==> src/rtl/keccak_pad_unit.sv <==
// rtl/keccak_pad_unit.sv - FIPS 202 domain-separation and pad10*1 formatter for 64-bit message words
// Turns a byte-counted message word stream into rate-aligned block words for the Keccak controller.

module keccak_pad_unit (
  input  logic        clk,
  input  logic        rst,
  input  logic [1:0]  mode,
  input  logic        in_valid,
  output logic        in_ready,
  input  logic [63:0] in_data,
  input  logic        in_last,
  input  logic [3:0]  in_bytes,
  output logic        src_ready,
  input  logic        src_read,
  output logic [63:0] dout,
  output logic        dout_last,
  output logic        busy
);

  localparam int W = 64;
  localparam logic [W-1:0] PAD_END = 64'h8000_0000_0000_0000;

  typedef enum logic [2:0] {
    S_IDLE,
    S_PASS,
    S_SUFFIX,
    S_ZERO,
    S_DONE
  } state_t;

  state_t         state_q;
  logic [4:0]     wcnt_q;
  logic [4:0]     rlast_q;
  logic [7:0]     sfx_q;
  logic           src_ready_q;
  logic [W-1:0]   dout_q;
  logic           dout_last_q;
  logic           busy_q;

  logic           consume;
  logic           can_load;
  logic           accept;
  logic           idle;
  logic [4:0]     msg_rlast;
  logic [7:0]     msg_sfx;
  logic [4:0]     msg_cnt;
  logic [4:0]     next_cnt;
  logic           at_end;
  logic [3:0]     kbytes;
  logic [W-1:0]   last_word;

  // Last word index of a block (R-1) for each mode.
  function automatic logic [4:0] rlast_of(input logic [1:0] m);
    case (m)
      2'b00:   rlast_of = 5'd16;
      2'b01:   rlast_of = 5'd8;
      2'b10:   rlast_of = 5'd20;
      default: rlast_of = 5'd16;
    endcase
  endfunction

  function automatic logic [7:0] sfx_of(input logic [1:0] m);
    sfx_of = m[1] ? 8'h1F : 8'h06;
  endfunction

  assign consume  = src_ready_q & src_read;
  assign can_load = ~src_ready_q | src_read;
  assign idle     = (state_q == S_IDLE);
  assign in_ready = (idle || state_q == S_PASS) && can_load;
  assign accept   = in_valid & in_ready;

  // The first word of a message uses the live mode and a cleared counter.
  assign msg_rlast = idle ? rlast_of(mode) : rlast_q;
  assign msg_sfx   = idle ? sfx_of(mode)   : sfx_q;
  assign msg_cnt   = idle ? 5'd0           : wcnt_q;
  assign at_end    = (msg_cnt == msg_rlast);
  assign next_cnt  = at_end ? 5'd0 : msg_cnt + 5'd1;
  assign kbytes    = (in_bytes > 4'd8) ? 4'd8 : in_bytes;

  always_comb begin
    last_word = '0;
    for (int i = 0; i < 8; i++) begin
      if (4'(i) < kbytes) begin
        last_word[8*i +: 8] = in_data[8*i +: 8];
      end else if (4'(i) == kbytes) begin
        last_word[8*i +: 8] = msg_sfx;
      end
    end
  end

  always_ff @(posedge clk or negedge rst) begin
    if (!rst) begin
      state_q     <= S_IDLE;
      wcnt_q      <= '0;
      rlast_q     <= '0;
      sfx_q       <= '0;
      src_ready_q <= 1'b0;
      dout_q      <= '0;
      dout_last_q <= 1'b0;
      busy_q      <= 1'b0;
    end else begin
      if (consume) begin
        src_ready_q <= 1'b0;
      end
      case (state_q)
        S_IDLE, S_PASS: begin
          if (accept) begin
            busy_q      <= 1'b1;
            rlast_q     <= msg_rlast;
            sfx_q       <= msg_sfx;
            src_ready_q <= 1'b1;
            dout_last_q <= 1'b0;
            if (!in_last) begin
              dout_q  <= in_data;
              wcnt_q  <= next_cnt;
              state_q <= S_PASS;
            end else if (kbytes == 4'd8) begin
              dout_q  <= in_data;
              wcnt_q  <= next_cnt;
              state_q <= S_SUFFIX;
            end else if (at_end) begin
              dout_q      <= last_word | PAD_END;
              dout_last_q <= 1'b1;
              wcnt_q      <= msg_cnt;
              state_q     <= S_DONE;
            end else begin
              dout_q  <= last_word;
              wcnt_q  <= next_cnt;
              state_q <= S_ZERO;
            end
          end
        end
        S_SUFFIX: begin
          if (can_load) begin
            src_ready_q <= 1'b1;
            if (wcnt_q == rlast_q) begin
              dout_q      <= {56'd0, sfx_q} | PAD_END;
              dout_last_q <= 1'b1;
              state_q     <= S_DONE;
            end else begin
              dout_q  <= {56'd0, sfx_q};
              wcnt_q  <= wcnt_q + 5'd1;
              state_q <= S_ZERO;
            end
          end
        end
        S_ZERO: begin
          if (can_load) begin
            src_ready_q <= 1'b1;
            if (wcnt_q == rlast_q) begin
              dout_q      <= PAD_END;
              dout_last_q <= 1'b1;
              state_q     <= S_DONE;
            end else begin
              dout_q <= '0;
              wcnt_q <= wcnt_q + 5'd1;
            end
          end
        end
        S_DONE: begin
          if (consume) begin
            busy_q      <= 1'b0;
            dout_last_q <= 1'b0;
            wcnt_q      <= '0;
            state_q     <= S_IDLE;
          end
        end
        default: state_q <= S_IDLE;
      endcase
    end
  end

  assign src_ready = src_ready_q;
  assign dout      = dout_q;
  assign dout_last = dout_last_q;
  assign busy      = busy_q;

endmodule
==> config.mk <==
export PLATFORM = sky130hd
export DESIGN_NAME = keccak_pad_unit
export DESIGN_NICKNAME = d
export VERILOG_FILES = /design/src/rtl/keccak_pad_unit.sv
export SDC_FILE = /design/constraint.sdc
export NUM_CORES = 1
export LEC_CHECK = 0
export BUFFER_PORTS_ARGS = -buffer_cell sky130_fd_sc_hd__buf_2
export CAP_MARGIN = 30
export CORE_UTILIZATION = 55
export DETAILED_ROUTE_END_ITERATION = 8
export PLACE_DENSITY = 0.88
export REMOVE_ABC_BUFFERS = 1
export SYNTH_ARGS = -nofsm -noshare
export SYNTH_HDL_FRONTEND = slang
export SYNTH_SLANG_ARGS = --single-unit
==> constraint.sdc <==
create_clock -name clk -period 4.2 [get_ports clk]
set_input_delay 0.21 -clock clk [delete_from_list [all_inputs] [get_ports clk]]
set_output_delay 0.21 -clock clk [all_outputs]
set_load 0.05 [all_outputs]
### Word-level counts from Yosys, hierarchy flattened

Index checks and enable logic that the tools add are counted.

* add/sub/neg operators: 2
* $lt $le $gt $ge: 9
* equality and inequality tests: 24
* mux-type cells: 64
* bitwise logic cells: 4
* reduce and logical (&&, ||, !) cells: 15

Operators with widths (number)
* 64-bit 2-to-1 mux: 8
* 64-bit one-hot mux with 3 select lines: 1
* 8-bit 2-to-1 mux: 17
* 5-bit 2-to-1 mux: 11
* 3-bit 2-to-1 mux: 9
* 3-bit by 4-bit == test with 1-bit output (first input constant): 4
* 3-bit by 4-bit < comparator with 1-bit output (first input constant): 4
* 5-bit one-hot mux with 3 select lines: 1
* 5-bit AND reduction: 3
* 2-bit inequality test (second input constant): 6
* 3-bit one-hot mux with 4 select lines: 1
* 1-bit 2-to-1 mux: 11
* 5-bit by 1-bit adder with 5-bit output (second input constant): 2
* 5-bit == test: 2
* 5-bit one-hot mux with 2 select lines: 1
* 2-bit by 4-bit == test with 1-bit output (first input constant): 2
* 1-bit by 4-bit < comparator with 1-bit output (first input constant): 2
* 2-bit by 4-bit < comparator with 1-bit output (first input constant): 2
* 3-bit by 2-bit == test with 1-bit output (second input constant): 2
* 3-bit nonzero test: 2
* 1-bit by 4-bit == test with 1-bit output (first input constant): 1
* 4-bit == test (second input constant): 1
* 4-bit greater-than comparator (second input constant): 1
* 4-bit zero test: 1
* 19 further kinds: 23

* register bits after elaboration: 88
* bits of input ports: 75
* output and inout port bits: 68
* word-level logic and storage cells: 126

### Depth between registers and ports, before layout

* depth in word-level cells: 10
* depth in mapped cells: 12
* depth with buffers taken out: 10

### Least setup slack after synthesis

OpenSTA, ideal clock, no wires.

* path kind: reg-to-reg
* start: reg wcnt_q[0]
* end: reg wcnt_q[0]
* arrival time: 2168 ps
* required time: 4072 ps
* slack: 1904 ps
* cell stages (with the launch flop): 13
* buffers on the path: 2
* period minus slack after synthesis: 2296 ps
* cell sequence: dfrtp_1 -> buf_2 -> xnor2_1 -> nand2_1 -> or2_1 -> clkbuf_1 -> nor2_1 -> inv_1 -> ha_1 -> nor2_1 -> a211oi_1 -> o32ai_1 -> mux2_1

* cells in the longest elaborated chain, start to end: 8
* elaborated cells between the ends (all ways): 15
* classes of those cells: 2 x add/sub; 3 x eq/ne; 9 x mux; 1 x reduce/logical

RTL lines
* from (decl): line 32 `logic [4:0] wcnt_q;`
* from (signal assigned): line 115 `wcnt_q <= next_cnt;`
* from (signal assigned): line 119 `wcnt_q <= next_cnt;`
* from (signal assigned): line 124 `wcnt_q <= msg_cnt;`
* 5-bit 2-to-1 mux: line 75 `assign msg_cnt = idle ? 5'd0 : wcnt_q;`
* 5-bit by 1-bit adder with 5-bit output or 5-bit == test (tied branches): line 77, 76
* 5-bit 2-to-1 mux: line 77 `assign next_cnt = at_end ? 5'd0 : msg_cnt + 5'd1;`
* 5-bit 2-to-1 mux: line 121 `end else if (at_end) begin`
* 5-bit 2-to-1 mux: line 117 `end else if (kbytes == 4'd8) begin`
* 5-bit 2-to-1 mux: line 113 `if (!in_last) begin`
* 5-bit 2-to-1 mux: line 107 `if (accept) begin`
* 5-bit one-hot mux with 3 select lines: line 105 `case (state_q)`

Several ways; a longest one is shown, not always the timed one. The select of a mux whose other input is x is not followed.
A chain may end at the register's enable or synchronous reset.

### Final worst setup path

* start: reg state_q[1]
* end: reg dout_q[49] (netlist: dout[49])

* cells in the longest elaborated chain, start to end: 9
* elaborated cells between the ends (all ways): 21
* classes of those cells: 6 x eq/ne; 8 x mux; 1 x bitwise; 6 x reduce/logical

RTL lines
* from (decl): line 31 `state_t state_q;`
* from (signal assigned): line 93 `state_q <= S_IDLE;`
* from (signal assigned): line 116 `state_q <= S_PASS;`
* from (signal assigned): line 120 `state_q <= S_SUFFIX;`
* 3-bit zero test: line 68, 105
* 8-bit 2-to-1 mux: line 74 `assign msg_sfx = idle ? sfx_of(mode) : sfx_q;`
* 8-bit 2-to-1 mux: line 85 `end else if (4'(i) == kbytes) begin`
* 8-bit 2-to-1 mux: line 83 `if (4'(i) < kbytes) begin`
* 64-bit 2-to-1 mux: line 121
* 64-bit 2-to-1 mux: line 117
* 64-bit 2-to-1 mux: line 113
* 64-bit 2-to-1 mux: line 107
* 64-bit one-hot mux with 3 select lines: line 105
* to (signal assigned): line 114 `dout_q <= in_data;`
* to (signal assigned): line 118 `dout_q <= in_data;`
* to (signal assigned): line 122 `dout_q <= last_word | PAD_END;`
* to (decl): line 36 `logic [W-1:0] dout_q;`

Several ways; a longest one is shown, not always the timed one. The select of a mux whose other input is x is not followed.

==> flow_summary.yaml <==
run_status:
  status: "completed"
global_route:
  grt_pass1_wl_um: 21500
  grt_start_max_net_pins: 51
  grt_pass1_vias: 4398
  antenna_found_initial: 0
  grt_usage_pct: 32.3
  overflow: 0
placement:
  hpwl_um: 9580
  gp_congestion: 0.942
  dpl.cell_count: 731
  port_buffers: 142
clock_tree:
  post_cts_resized: 0
  cts-root-buf: "clkbuf_8"
  cts_buffer_depth: 2
  numCtsBuffers: 9
  path_clk_slew_ns: 0.10
  cts_setup_buffers: 0
  clk_latency_ns: 0.37
  clock-sinks: 88
  cts_tree: "built"
  cts_max_level: 3
logic_synthesis:
  ys_seq_area_share_pct: 48.4
  synth_mux_area_share_pct: 0.495
  avgSynthCellArea_um2: 8.72
  ys_types: 59
  synth_edf_count: 0
  synth_compound_area_share_pct: 25.5
  synth-async-reset-ratio_pct: 100
  synthAdderAreaFrac_pct: 0.551
  synth_cells: 521
  synthesis.area_um2: 4550
  synth_xor_area_share_pct: 0.963
  yosysWarnings: 0
  synth-simple-area-share_pct: 20.3
  synth_top_family_by_area: "compound AO/OA/AOI/OAI gates"
  synth_ff_type: "dfrtp_1"
  synth-seq-cells: 88
layout:
  drive_above_1_share_pct: 27.2
  instances_no_fill: 748
  diodes: 0
  layout_common_cells: "buf_2 (141), dfrtp_1 (88), nand2_1 (79), nor2_1 (66), o21ai_0 (56)"
  fillers: 624
  area_growth_pct: 21.1
  finalNetCount: 718
  layout_commonest_cell: "buf_2"
  multi_input_area_um2: 2170
  seq_area_um2: 2200
sta:
  fmax_mhz: 357
  worst_clock_skew_ns: 0.0126
  setup_viol: 0
  layout_min_cycle_time_ns: 2.80
  rsz0062_at_grt: "false"
  tns_ns: 0
  slew-limit-headroom_pct: 33.4
  drv_slew: 0
  hold_viol: 0
  tightest_slew_ns: 0.996
  period_share_pct: 66.7
die:
  pin_count: 143
  start_util_pct: 57.9
  die_area_um2: 8630
  die_h_um: 92.9
  die_w_um: 92.9
  core_area_um2: 7850
  row_count: 32
critical_path:
  critPathArrivalTime_ns: 3.12
  cp_max_fo: 27
  cp-start-kind: "flop"
  endpoint_kind: "flop"
  worstPathRequired_ns: 4.52
  worstSetupPathType: "flop to flop"
route:
  avgViaCountPerCell: 6.20
  vias: 4636
  drc_errors: 0
  drtIter0Drc: 543
  postRouteWirelength_um: 13400
  routedWlPerCell_um: 18.0
  drt_first_pass_iters: 5
  ant_nets: 0
run:
  drv_cap: 0
power:
  peakVddDrop_mv: 0.292
  p_per_area_nw_per_um2: 556
  power_mw: 3.06
  p_leak_nw: 2.65
min_path:
  hold_class: "input pin to flop"
stage by stage:
step / util [%] / hold WS (ns) / setup WS (ns) / area, um2
final: 70.2 / 0.0665 / 1.40 / 5510
after global placement: 66.8 / 0.441 / 1.66 / 5240
after floorplan: - / -0.0856 / 1.56 / 4390
after global routing: 70.2 / 0.0647 / 1.25 / 5510
after CTS: 70.2 / 0.0681 / 1.51 / 5510
after detailed placement: 67.4 / 0.220 / 1.52 / 5290
sequential cells by signal, indices dropped and copies added, names as in the netlist:
signal     count
dout          64
sfx_q          8
rlast_q        5
wcnt_q         5
state_q        3
busy           1
dout_last      1
src_ready      1
worst paths after layout:
kind / start / to / slack, ns / depth (start not counted)
worst max-delay path: state_q[1] / dout[49] / 1.40 / 5
worst min-delay path: in_data[19] / dout[19] / 0.07 / 2
worst max register to register: state_q[1] / dout[49] / 1.40 / 5
worst min register to register: dout[38] / dout[38] / 0.49 / 2
max in group asynchronous: rst / sfx_q[4] / 3.23 / 3
min in group asynchronous: rst / wcnt_q[2] / 0.36 / 2
worst max-delay path, cell delays in order, from the launching register on:
cell,delay [ns]
dfrtp_1,0.65
inv_1,0.24
nand4_1,0.80
buf_4,0.55
a21oi_1,0.31
a221o_1,0.20
Yosys cell counts (3+ instances only):
cell type	number	share of area [%]
nand4_1	6	0.83
nand2b_1	7	0.96
a22oi_1	7	1.2
buf_2	5	0.55
o32ai_1	4	0.77
a32o_1	5	1.1
nand3_1	11	1.2
nor3_1	7	0.77
a31oi_1	7	0.96
a221o_1	11	2.4
inv_1	4	0.33
xnor2_1	5	0.96
o31ai_1	4	0.66
a21oi_1	46	5.1
clkbuf_1	30	2.5
dfrtp_1	88	48
or2_2	4	0.55
o21ai_0	56	6.2
nor2b_1	10	1.4
nor2_1	66	5.5
a22o_1	7	1.3
o211ai_1	5	0.83
a2bb2oi_1	3	0.58
o21ai_1	4	0.44
nand2_1	79	6.5
layer usage:
metal	wire length [um]	track usage, %	up-vias
li1	-	-	2112
met1	5350	44.3	2189
met2	6230	48.7	287
met3	1270	5.99	48
met4	585	17.2	0
met5	0	0	-
logic make-up (layout without fill, tap and decap cells):
family,Yosys count,after routing
fa+ha+maj,2,2
mux,2,2
buf+inv,42,167
flops,88,88
simple gates,204,204
compound gates,178,178
xor+xnor,5,5
what timing repair did:
action                     in CTS  in global routing
setup endpoints to repair       0                  0
hold buffers                    1                  0
hold endpoints to repair       38                  0
where the power goes:
group / switching [mW] / internal, mW / total (mW)
Sequential: 0.186 / 1.01 / 1.20
Combinational: 0.893 / 0.360 / 1.25
Clock: 0.325 / 0.282 / 0.607
Total: 1.40 / 1.66 / 3.06
final cells by class:
cell class	instances	area share [%]
Sequential cell	88	40.0
Multi-Input combinational cell	391	39.5
Timing Repair Buffer	146	14.1
Tap cell	102	2.32
Clock buffer	9	2.25
Clock inverter	7	1.48
Inverter	5	0.341
(Power assumes the default switching activity.)
